**config.mk**
```make
export PLATFORM = sky130hd
export DESIGN_NAME = mdu_thr_arb_flat
export DESIGN_NICKNAME = d
export VERILOG_FILES = /design/src/rtl/mdu_pkg.sv /design/src/rtl/mdu_thr_arb_if.sv /design/src/rtl/rr_arb4.sv /design/src/rtl/mdu_thr_arb.sv /design/src/flat_wrapper.sv
export SDC_FILE = /design/constraint.sdc
export NUM_CORES = 1
export LEC_CHECK = 0
export CORE_MARGIN = 2
export CORE_UTILIZATION = 42
export CTS_BUF_LIST = sky130_fd_sc_hd__clkbuf_4 sky130_fd_sc_hd__clkbuf_8
export DETAILED_ROUTE_END_ITERATION = 8
export GPL_ROUTABILITY_DRIVEN = 1
export GPL_TIMING_DRIVEN = 0
export PLACE_DENSITY = 0.71
export SETUP_SLACK_MARGIN = 0.15
export SYNTH_ARGS = -nofsm -noshare
export SYNTH_HDL_FRONTEND = slang
export SYNTH_SLANG_ARGS = --single-unit
```
**constraint.sdc**
```tcl
create_clock -name clk -period 6.2 [get_ports clk]
set_input_delay 1.24 -clock clk [delete_from_list [all_inputs] [get_ports clk]]
set_output_delay 1.24 -clock clk [all_outputs]
set_load 0.005 [all_outputs]
```
**src/rtl/mdu_pkg.sv**
```systemverilog
// Shared types and constants for the per-core multiply/divide thread arbiter.
package mdu_pkg;

    localparam int NTHR  = 4;
    localparam int TID_W = 2;

    localparam logic OP_MUL = 1'b0;
    localparam logic OP_DIV = 1'b1;

    typedef enum logic [1:0] {
        ST_IDLE  = 2'd0,
        ST_ISSUE = 2'd1,
        ST_BUSY  = 2'd2
    } mdu_state_e;

    function automatic logic [NTHR-1:0] tid_onehot(input logic [TID_W-1:0] tid);
        return {{(NTHR-1){1'b0}}, 1'b1} << tid;
    endfunction

endpackage

```
**src/rtl/mdu_thr_arb_if.sv**
```systemverilog
// Issue/return handshake between the thread arbiter and the shared mul/div unit.
interface mdu_thr_arb_if;
    import mdu_pkg::*;

    logic             issue_vld;
    logic [TID_W-1:0] issue_tid;
    logic             issue_div;
    logic             unit_ack;
    logic             unit_done;

    modport master (output issue_vld, issue_tid, issue_div, input unit_ack, unit_done);
    modport slave  (input issue_vld, issue_tid, issue_div, output unit_ack, unit_done);
endinterface

```
**src/rtl/rr_arb4.sv**
```systemverilog
// Combinational 4-way round-robin picker; the search starts at ptr and wraps.
module rr_arb4
    import mdu_pkg::*;
(
    input  logic [NTHR-1:0]  req,
    input  logic [TID_W-1:0] ptr,
    output logic             gnt_vld,
    output logic [TID_W-1:0] gnt_tid
);

    logic [NTHR-1:0]  rot_s;
    logic [TID_W-1:0] off_s;

    // rotate requests so bit 0 is the thread at ptr
    always_comb begin
        rot_s = {NTHR{1'b0}};
        for (int i = 0; i < NTHR; i++) begin
            rot_s[i] = req[TID_W'(ptr + TID_W'(i))];
        end
    end

    // lowest rotated offset wins
    always_comb begin
        gnt_vld = 1'b1;
        off_s   = 2'd0;
        if (rot_s[0]) begin
            off_s = 2'd0;
        end else if (rot_s[1]) begin
            off_s = 2'd1;
        end else if (rot_s[2]) begin
            off_s = 2'd2;
        end else if (rot_s[3]) begin
            off_s = 2'd3;
        end else begin
            off_s   = 2'd0;
            gnt_vld = 1'b0;
        end
    end

    assign gnt_tid = ptr + off_s;

endmodule

```
**src/rtl/mdu_thr_arb.sv**
```systemverilog
// Shares one non-pipelined mul/div unit among the core's threads: one queued op
// per thread, round-robin issue, flush-aware result return.
module mdu_thr_arb
    import mdu_pkg::*;
#(
    parameter int NTHR = 4
) (
    input  logic             clk,
    input  logic             rst_l,
    input  logic [NTHR-1:0]  mul_req,
    input  logic [NTHR-1:0]  div_req,
    input  logic [NTHR-1:0]  thr_flush,
    mdu_thr_arb_if.master    unit,
    output logic [NTHR-1:0]  mul_wait,
    output logic [NTHR-1:0]  div_wait,
    output logic [NTHR-1:0]  mul_busy_e,
    output logic [NTHR-1:0]  div_busy_e,
    output logic             done_vld,
    output logic [TID_W-1:0] done_tid,
    output logic             req_err
);

    mdu_state_e       state_r, state_nxt_s;
    logic [NTHR-1:0]  pend_mul_r, pend_div_r, pend_mul_nxt_s, pend_div_nxt_s;
    logic [NTHR-1:0]  arb_req_s, mul_busy_r, div_busy_r;
    logic [TID_W-1:0] rr_ptr_r, rr_ptr_nxt_s, tid_r, tid_nxt_s, gnt_tid_s, done_tid_r;
    logic             div_r, div_nxt_s, kill_r, kill_nxt_s, gnt_vld_s;
    logic             err_nxt_s, done_nxt_s, fin_s, own_flush_s;
    logic             issue_vld_r, done_vld_r, req_err_r;

    // a thread being flushed this cycle is not a candidate for the unit
    assign arb_req_s   = (pend_mul_r | pend_div_r) & ~thr_flush;
    assign own_flush_s = thr_flush[tid_r];
    assign fin_s       = (state_r == ST_BUSY) && unit.unit_done;

    rr_arb4 u_rr_arb4 (
        .req     (arb_req_s),
        .ptr     (rr_ptr_r),
        .gnt_vld (gnt_vld_s),
        .gnt_tid (gnt_tid_s)
    );

    // per-thread pending bits and illegal-request detection
    always_comb begin
        pend_mul_nxt_s = pend_mul_r;
        pend_div_nxt_s = pend_div_r;
        err_nxt_s      = 1'b0;
        for (int t = 0; t < NTHR; t++) begin
            if (thr_flush[t]) begin
                pend_mul_nxt_s[t] = 1'b0;
                pend_div_nxt_s[t] = 1'b0;
            end else if ((mul_req[t] || div_req[t]) && (pend_mul_r[t] || pend_div_r[t])) begin
                err_nxt_s = 1'b1;
                if (fin_s && !kill_r && (tid_r == TID_W'(t))) begin
                    pend_mul_nxt_s[t] = 1'b0;
                    pend_div_nxt_s[t] = 1'b0;
                end else begin
                    pend_mul_nxt_s[t] = pend_mul_r[t];
                end
            end else if (fin_s && !kill_r && (tid_r == TID_W'(t))) begin
                pend_mul_nxt_s[t] = 1'b0;
                pend_div_nxt_s[t] = 1'b0;
            end else if (mul_req[t]) begin
                pend_mul_nxt_s[t] = 1'b1;
                err_nxt_s         = err_nxt_s | div_req[t];
            end else if (div_req[t]) begin
                pend_div_nxt_s[t] = 1'b1;
            end else begin
                pend_mul_nxt_s[t] = pend_mul_r[t];
            end
        end
    end

    // issue sequencer: next state, issue target, kill tracking
    always_comb begin
        state_nxt_s  = state_r;
        rr_ptr_nxt_s = rr_ptr_r;
        tid_nxt_s    = tid_r;
        div_nxt_s    = div_r;
        kill_nxt_s   = kill_r;
        done_nxt_s   = 1'b0;
        case (state_r)
            ST_IDLE: begin
                kill_nxt_s = 1'b0;
                if (gnt_vld_s) begin
                    state_nxt_s  = ST_ISSUE;
                    tid_nxt_s    = gnt_tid_s;
                    div_nxt_s    = pend_div_r[gnt_tid_s];
                    rr_ptr_nxt_s = gnt_tid_s + 2'd1;
                end else begin
                    state_nxt_s = ST_IDLE;
                end
            end
            ST_ISSUE: begin
                // a flush marks the op dead but the issue is still held until ack
                kill_nxt_s = kill_r | own_flush_s;
                if (unit.unit_ack) begin
                    state_nxt_s = ST_BUSY;
                end else begin
                    state_nxt_s = ST_ISSUE;
                end
            end
            ST_BUSY: begin
                if (unit.unit_done) begin
                    state_nxt_s = ST_IDLE;
                    kill_nxt_s  = 1'b0;
                    done_nxt_s  = !(kill_r || own_flush_s);
                end else begin
                    kill_nxt_s = kill_r | own_flush_s;
                end
            end
            default: begin
                state_nxt_s = ST_IDLE;
                kill_nxt_s  = 1'b0;
            end
        endcase
    end

    // state and registered outputs
    always_ff @(posedge clk or negedge rst_l) begin
        if (!rst_l) begin
            state_r     <= ST_IDLE;
            pend_mul_r  <= 4'b0000;
            pend_div_r  <= 4'b0000;
            rr_ptr_r    <= 2'd0;
            tid_r       <= 2'd0;
            div_r       <= 1'b0;
            kill_r      <= 1'b0;
            issue_vld_r <= 1'b0;
            mul_busy_r  <= 4'b0000;
            div_busy_r  <= 4'b0000;
            done_vld_r  <= 1'b0;
            done_tid_r  <= 2'd0;
            req_err_r   <= 1'b0;
        end else begin
            state_r     <= state_nxt_s;
            pend_mul_r  <= pend_mul_nxt_s;
            pend_div_r  <= pend_div_nxt_s;
            rr_ptr_r    <= rr_ptr_nxt_s;
            tid_r       <= tid_nxt_s;
            div_r       <= div_nxt_s;
            kill_r      <= kill_nxt_s;
            issue_vld_r <= (state_nxt_s == ST_ISSUE);
            mul_busy_r  <= ((state_nxt_s != ST_IDLE) && (div_nxt_s == OP_MUL)) ? tid_onehot(tid_nxt_s) : 4'b0000;
            div_busy_r  <= ((state_nxt_s != ST_IDLE) && (div_nxt_s == OP_DIV)) ? tid_onehot(tid_nxt_s) : 4'b0000;
            done_vld_r  <= done_nxt_s;
            done_tid_r  <= done_nxt_s ? tid_r : 2'd0;
            req_err_r   <= err_nxt_s;
        end
    end

    assign unit.issue_vld = issue_vld_r;
    assign unit.issue_tid = tid_r;
    assign unit.issue_div = div_r;
    assign mul_wait       = pend_mul_r;
    assign div_wait       = pend_div_r;
    assign mul_busy_e     = mul_busy_r;
    assign div_busy_e     = div_busy_r;
    assign done_vld       = done_vld_r;
    assign done_tid       = done_tid_r;
    assign req_err        = req_err_r;

endmodule

```
**src/flat_wrapper.sv**
```systemverilog
// flat-port wrapper written by rule: the top's interface ports become plain ports
module mdu_thr_arb_flat import mdu_pkg::*;
#(
    parameter int NTHR = 4
)
  (clk, rst_l, mul_req, div_req, thr_flush, mul_wait, div_wait, mul_busy_e, div_busy_e, done_vld, done_tid, req_err, unit_issue_vld, unit_issue_tid, unit_issue_div, unit_unit_ack, unit_unit_done);
  mdu_thr_arb_if unit_i ();
  input  logic clk;
  input  logic rst_l;
  input  logic [NTHR-1:0] mul_req;
  input  logic [NTHR-1:0] div_req;
  input  logic [NTHR-1:0] thr_flush;
  output logic [NTHR-1:0] mul_wait;
  output logic [NTHR-1:0] div_wait;
  output logic [NTHR-1:0] mul_busy_e;
  output logic [NTHR-1:0] div_busy_e;
  output logic done_vld;
  output logic [TID_W-1:0] done_tid;
  output logic req_err;
  output wire logic [$bits(unit_i.issue_vld)-1:0] unit_issue_vld;
  output wire logic [$bits(unit_i.issue_tid)-1:0] unit_issue_tid;
  output wire logic [$bits(unit_i.issue_div)-1:0] unit_issue_div;
  input wire logic [$bits(unit_i.unit_ack)-1:0] unit_unit_ack;
  input wire logic [$bits(unit_i.unit_done)-1:0] unit_unit_done;
  assign unit_issue_vld = unit_i.issue_vld;
  assign unit_issue_tid = unit_i.issue_tid;
  assign unit_issue_div = unit_i.issue_div;
  assign unit_i.unit_ack = unit_unit_ack;
  assign unit_i.unit_done = unit_unit_done;
  mdu_thr_arb #(.NTHR(NTHR)) u_core (.clk(clk), .rst_l(rst_l), .mul_req(mul_req), .div_req(div_req), .thr_flush(thr_flush), .unit(unit_i), .mul_wait(mul_wait), .div_wait(div_wait), .mul_busy_e(mul_busy_e), .div_busy_e(div_busy_e), .done_vld(done_vld), .done_tid(done_tid), .req_err(req_err));
endmodule
```
Word level (Yosys, flattened, before mapping):

Index checks and enable logic that the tools add are counted.

* $add $sub $neg: 5
* $lt $le $gt $ge: 6
* eq/ne operators: 14
* shifts and indexed selects: 1
* mux-type cells: 91
* bitwise logic cells: 8
* reduce and logical (&&, ||, !) cells: 43

Operators by type and width (count)
* $mux W1: 72
* $reduce_bool A3 Y1: 8
* $lt A2 B3 Y1 const B: 6
* $mux W2: 9
* $bmux W1 S2: 6
* $logic_and A1 B1 Y1: 12
* $ne A3 B1 Y1 const B: 4
* $ne A3 B3 Y1 const B: 4
* $reduce_and A3 Y1: 4
* $reduce_and A2 Y1: 5
* $logic_or A1 B1 Y1: 9
* $mux W4: 2
* $eq A2 B1 Y1 const B: 3
* $eq A2 B2 Y1 const B: 3
* $pmux W2 S3: 1
* $add A2 B1 Y2 const B: 2
* $add A2 B2 Y2 const B: 2
* $and A4 B4 Y4: 1
* $logic_not A2 Y1: 2
* $not A4 Y4: 1
* $or A1 B1 Y1: 4
* $or A4 B4 Y4: 1
* $shl A1 B2 Y4 const A: 1
* $add A2 B2 Y2: 1
* other kinds (4): 5

* bits in registers: 29
* input bits: 16
* output and inout port bits: 24
* word-level logic and storage cells: 187

Logic depth before layout (Yosys ltp):

Gate-level depths: netlist of the first run.

* depth after elaboration: 22
* depth in mapped cells: 12
* gate-level depth less buffers: 11

Modules after synthesis:

Synthesis of the first run repeated with hierarchy kept, for this count alone.

* cells, all modules: 147
* area, all modules: 1492.7 µm²

Modules (own cells, without submodules)
* mdu_thr_arb: times used 1, cells each 122, area an instance 1326.3 µm², sequential area each 725.7 µm²
* rr_arb4: times used 1, cells each 25, area an instance 166.4 µm², sequential area each 0.0 µm²

Worst setup path before layout of the first run:

OpenSTA, ideal clock, no wires.

* path type: input-to-reg
* from: input thr_flush[1]
* to: register u_core.mul_busy_r[0], in the netlist u_core.mul_busy_e[0]
* setup time: 0.068 ns
* data arrival time: 3.111 ns
* data required time: 6.132 ns
* setup slack: 3.021 ns
* stages: 10
* path buffers: 1
* cells stage by stage: o21bai_2 > a311oi_1 > a21oi_1 > a211o_1 > ha_1 > buf_1 > mux2i_1 > nor2_1 > mux2i_1 > and4bb_1

* word-level cells in the longest chain between the ends: 16
* elaborated cells on any way between the ends: 32
* classes of those cells: add/sub (1); shift (1); mux (25); bitwise (3); reduce/logical (2)

RTL lines
* from (decl): line flat_wrapper.sv:12 `input logic [NTHR-1:0] thr_flush;`
* $not A4 Y4 (*): line mdu_thr_arb.sv:32 `assign arb_req_s = (pend_mul_r | pend_div_r) & ~thr_flush;`
* $and A4 B4 Y4 (*): line mdu_thr_arb.sv:32
* $bmux W1 S2: line rr_arb4.sv:18 `rot_s[i] = req[TID_W'(ptr + TID_W'(i))];`
* $mux W1 (not written as such): line rr_arb4.sv:18
* $mux W2: line rr_arb4.sv:32 `end else if (rot_s[3]) begin`
* $mux W2: line rr_arb4.sv:30 `end else if (rot_s[2]) begin`
* $mux W2: line rr_arb4.sv:28 `end else if (rot_s[1]) begin`
* $mux W2: line rr_arb4.sv:26 `if (rot_s[0]) begin`
* $add A2 B2 Y2: line rr_arb4.sv:40 `assign gnt_tid = ptr + off_s;`
* $bmux W1 S2: line mdu_thr_arb.sv:88 `div_nxt_s = pend_div_r[gnt_tid_s];`
* $mux W1 (not written as such): line mdu_thr_arb.sv:88
* $mux W1: line mdu_thr_arb.sv:85 `if (gnt_vld_s) begin`
* $mux W1: line mdu_thr_arb.sv:82 `case (state_r)`
* $not A1 Y1: line mdu_thr_arb.sv:144 `mul_busy_r <= ((state_nxt_s != ST_IDLE) && (div_nxt_s == OP_MUL)) ? tid_onehot(tid_nxt_s) : 4'b0000;`
* $logic_and A1 B1 Y1: line mdu_thr_arb.sv:144
* $mux W4 (*): line mdu_thr_arb.sv:144
* to (signal assigned): line mdu_thr_arb.sv:144
* to (decl): line mdu_thr_arb.sv:25 `logic [NTHR-1:0] arb_req_s, mul_busy_r, div_busy_r;`

Every way passes the cells marked *; elsewhere a longest branch is shown, timed or not. The select of a mux whose other input is x is not followed.
A chain may end at the register's enable or synchronous reset.

Final worst setup path of the first run:

Same ends and word-level chain as after synthesis.

==> qor.yml, run 1 <==
io_buffers: 39
fin_crit_sh: 0.6149
rsz0062_at_grt: "false"
synthArstFlopShare: 1.000
setup_violations: 0
arrival_ns: 4.02
cts_sinks: 29
crit_fanout: 5
maxUsedRoutingLayer: "met4"
status: "complete, no violations"
core.rowCount: 22
post-cts-setup-buffers: 0
synth-edff-count: 0
peakVddDrop_mv: 0.2294
final_nets: 230
ant_nets: 0
synth_top_family_by_area: "simple AND/OR/NAND/NOR gates"
dr.pass1.iters: 4
grt_use_total: 0.1887
utilization: 0.5848
clockBufferDepth: 2
drt-wirelength-per-cell_um: 14.39
wl_mm: 3.698
synth_xor_area_frac: 0.02063
cts_tree: "done"
post-dp-hpwl_mm: 2.742
design.die.area_um2: 4415
grt_pass1_vias: 1324
endpoint_kind: "flip-flop"
core_um2: 3716
drt_iter0_drc: 39
mostFrequentLayoutCell: "clkdlybuf4s50_1"
synth_compound_area_frac: 0.2032
drive_gt1_frac: 0.1053
syn-num-nets: 184
synth_simple_gate_area_frac: 0.2055
antenna_found_initial: 0
slew_headroom: 0.5663
ys_seq_elements: 29
cts_root_buffer: "clkbuf_8"
seq_area_frac_synth: 0.4431
sw_frac_of_total: 0.3710
powerDensity_nw_per_um2: 401.8
p_leak_nw: 0.9414
syn_inst: 163
p_comb_frac: 0.509
htree_levels: 2
timing.fmax_mhz: 262.3
final_cell_mix: "clkdlybuf4s50_1, dfrtp_1, nor2_1"
pwr-share-seq: 0.310
synth.area.top_cells: "dfrtp_1, nor2_1, ha_1"
synth_top_area_frac: 0.4431
dr_wl_met3_um: 284
gp_congestion: 0.8736
vias: 1402
cts_made_buffers: 5
cts_hold_buf: 0
n_antenna_cell: 0
hold_class: "reg2reg"
worstPathRequired_ns: 6.41
die_w_um: 66.45
p_int_uw: 549.3
drv_cap: 0
syn_to_final_growth_pct: 32.70
maxSlewViolCount: 0
clk_pin_slew_worst_paths_ns: 0.06
met1_length_mm: 1.710
synth-adder-area-share: 0.03820
yosys.area.top_type: "dfrtp_1"
grt_max_degree: 30
start_kind: "primary input"
p_clk_frac: 0.181
io_pins: 40
period_needed_ns: 3.812
worst_pin_slew_ns: 0.6505
overflow: 0
switchingPower_uw: 324.0
worstSetupPathType: "in2reg"
ys_types: 50
avgViaCountPerCell: 5.455
remaining_drc_errors: 0
finClkSkew_ns: 0.002888
hold_viol_final: 0
synth_mux_area_frac: 0.04354
wl_met2_mm: 1.631
synthFlopType: "dfrtp_1"
cts_resized: 0
syn_area_um2: 1638
grt_first_pass_wirelength_mm: 6.113
die_h_um: 66.45
ys.warnings.count: 0
start_util: 0.4407
clock_latency_ns: 0.28
setup_tns_ns: 0
avgSynthCellArea_um2: 10.05
-- layout make-up --
cell class | instances | area (um^2)
Buffer | 6 | 56.30
Clock buffer | 7 | 90.09
Fill cell | 333 | 1543
Inverter | 5 | 18.77
Multi-Input combinational cell | 123 | 837.1
Sequential cell | 29 | 725.7
Tap cell | 48 | 60.06
Timing Repair Buffer | 39 | 385.4
-- cell usage after synthesis, types with 3 or more instances --
library cell,count
a21oi_1,12
o22ai_1,5
dfrtp_1,29
inv_1,5
ha_1,5
nand3_1,4
nor2b_1,7
nor2_1,19
nor3_1,8
nand2_1,15
mux2i_1,3
nor3b_1,4
and2_1,3
-- sequential cells by signal, summed over array words and instances, names as in the netlist --
| signal | flops |
|---|---|
| u_core.unit.issue_vld | 1 |
| u_core.state_r | 2 |
| u_core.unit.issue_div | 1 |
| u_core.mul_wait | 4 |
| u_core.done_tid | 2 |
| u_core.req_err | 1 |
| u_core.rr_ptr_r | 2 |
| u_core.done_vld | 1 |
| u_core.div_busy_e | 4 |
| u_core.mul_busy_e | 4 |
| u_core.kill_r | 1 |
| u_core.unit.issue_tid | 2 |
| u_core.div_wait | 4 |
-- layer usage --
metal,track usage,vias to the layer above
li1,-,681
met1,0.2246,656
met2,0.3150,57
met3,0.05792,8
met4,0.07653,0
met5,0,-
-- cells by family (layout without fill, tap and decap cells) --
logic type / Yosys count / count (layout)
buffers and inverters: 11 / 57
AO/OA/AOI/OAI: 43 / 43
adder cells (fa/ha/maj): 5 / 5
XOR/XNOR: 3 / 3
flip-flops: 29 / 29
AND/OR/NAND/NOR: 67 / 67
multiplexers: 5 / 5
-- worst max-delay path: stages --
cell and delay, ns:
clkdlybuf4s50_1 0.54, o21bai_2 0.18, nor3_1 0.07, a311oi_1 0.26
a21oi_1 0.08, a211o_1 0.23, ha_1 0.26, buf_1 0.29
mux2i_1 0.32, nor2_1 0.08, mux2i_1 0.22, and4bb_1 0.24
-- path summary, 6_finish.rpt --
path,cells after the start,end,start,slack [ns]
min in group asynchronous,1,u_core.done_tid[0],rst_l,0.99
setup reg to reg,11,u_core.mul_busy_e[0],u_core.mul_wait[1],3.39
max in group asynchronous,1,u_core.mul_wait[0],rst_l,4.79
hold / removal,1,u_core.done_vld,u_core.kill_r,0.59
hold reg to reg,1,u_core.done_vld,u_core.kill_r,0.59
setup / recovery,12,u_core.mul_busy_e[0],thr_flush[1],2.39
-- metrics by stage --
stage / cell area [um^2] / cells / power (mW) / hold slack, ns / setup slack (ns)
3_5_place_dp: 2088 / 250 / 0.7159 / 0.5485 / 2.089
5_1_grt: 2173 / 257 / 0.9424 / 0.6009 / 2.097
4_1_cts: 2178 / 257 / 0.8809 / 0.5583 / 2.391
2_1_floorplan: 1638 / 163 / 0.5735 / 0.4976 / 3.021
6_report: 2173 / 257 / 0.8733 / 0.5879 / 2.388
3_3_place_gp: 2088 / 250 / 0.7056 / 0.5256 / 2.151
-- power by group through the flow --
stage               clock network [mW]  logic (mW)  registers, mW
global route                     0.173       0.493          0.276
floorplan                            0       0.303          0.271
finish                           0.158       0.445          0.270
CTS                              0.164       0.447          0.270
detailed placement                   0       0.443          0.273
global placement                     0       0.435          0.271
(Power assumes the default switching activity.)
==> inputs of run 2 (changes only) <==
clock period = 4 ns   (was 6.2 ns; I/O delays follow)
==> results of run 2 <==
Same layout as run 1 (identical final DEF). Status: complete, no violations.
Among the figures that moved: setup slack after placement 2.089 ns -> 0.3289 ns; setup slack after layout 2.388 ns -> 0.6278 ns; hold slack 0.5879 ns -> 0.5456 ns; register-to-register setup slack 3.39 ns -> 1.19 ns; total power 0.8733 mW -> 1.354 mW; worst IR drop on VDD 0.2294 mV -> 0.3556 mV
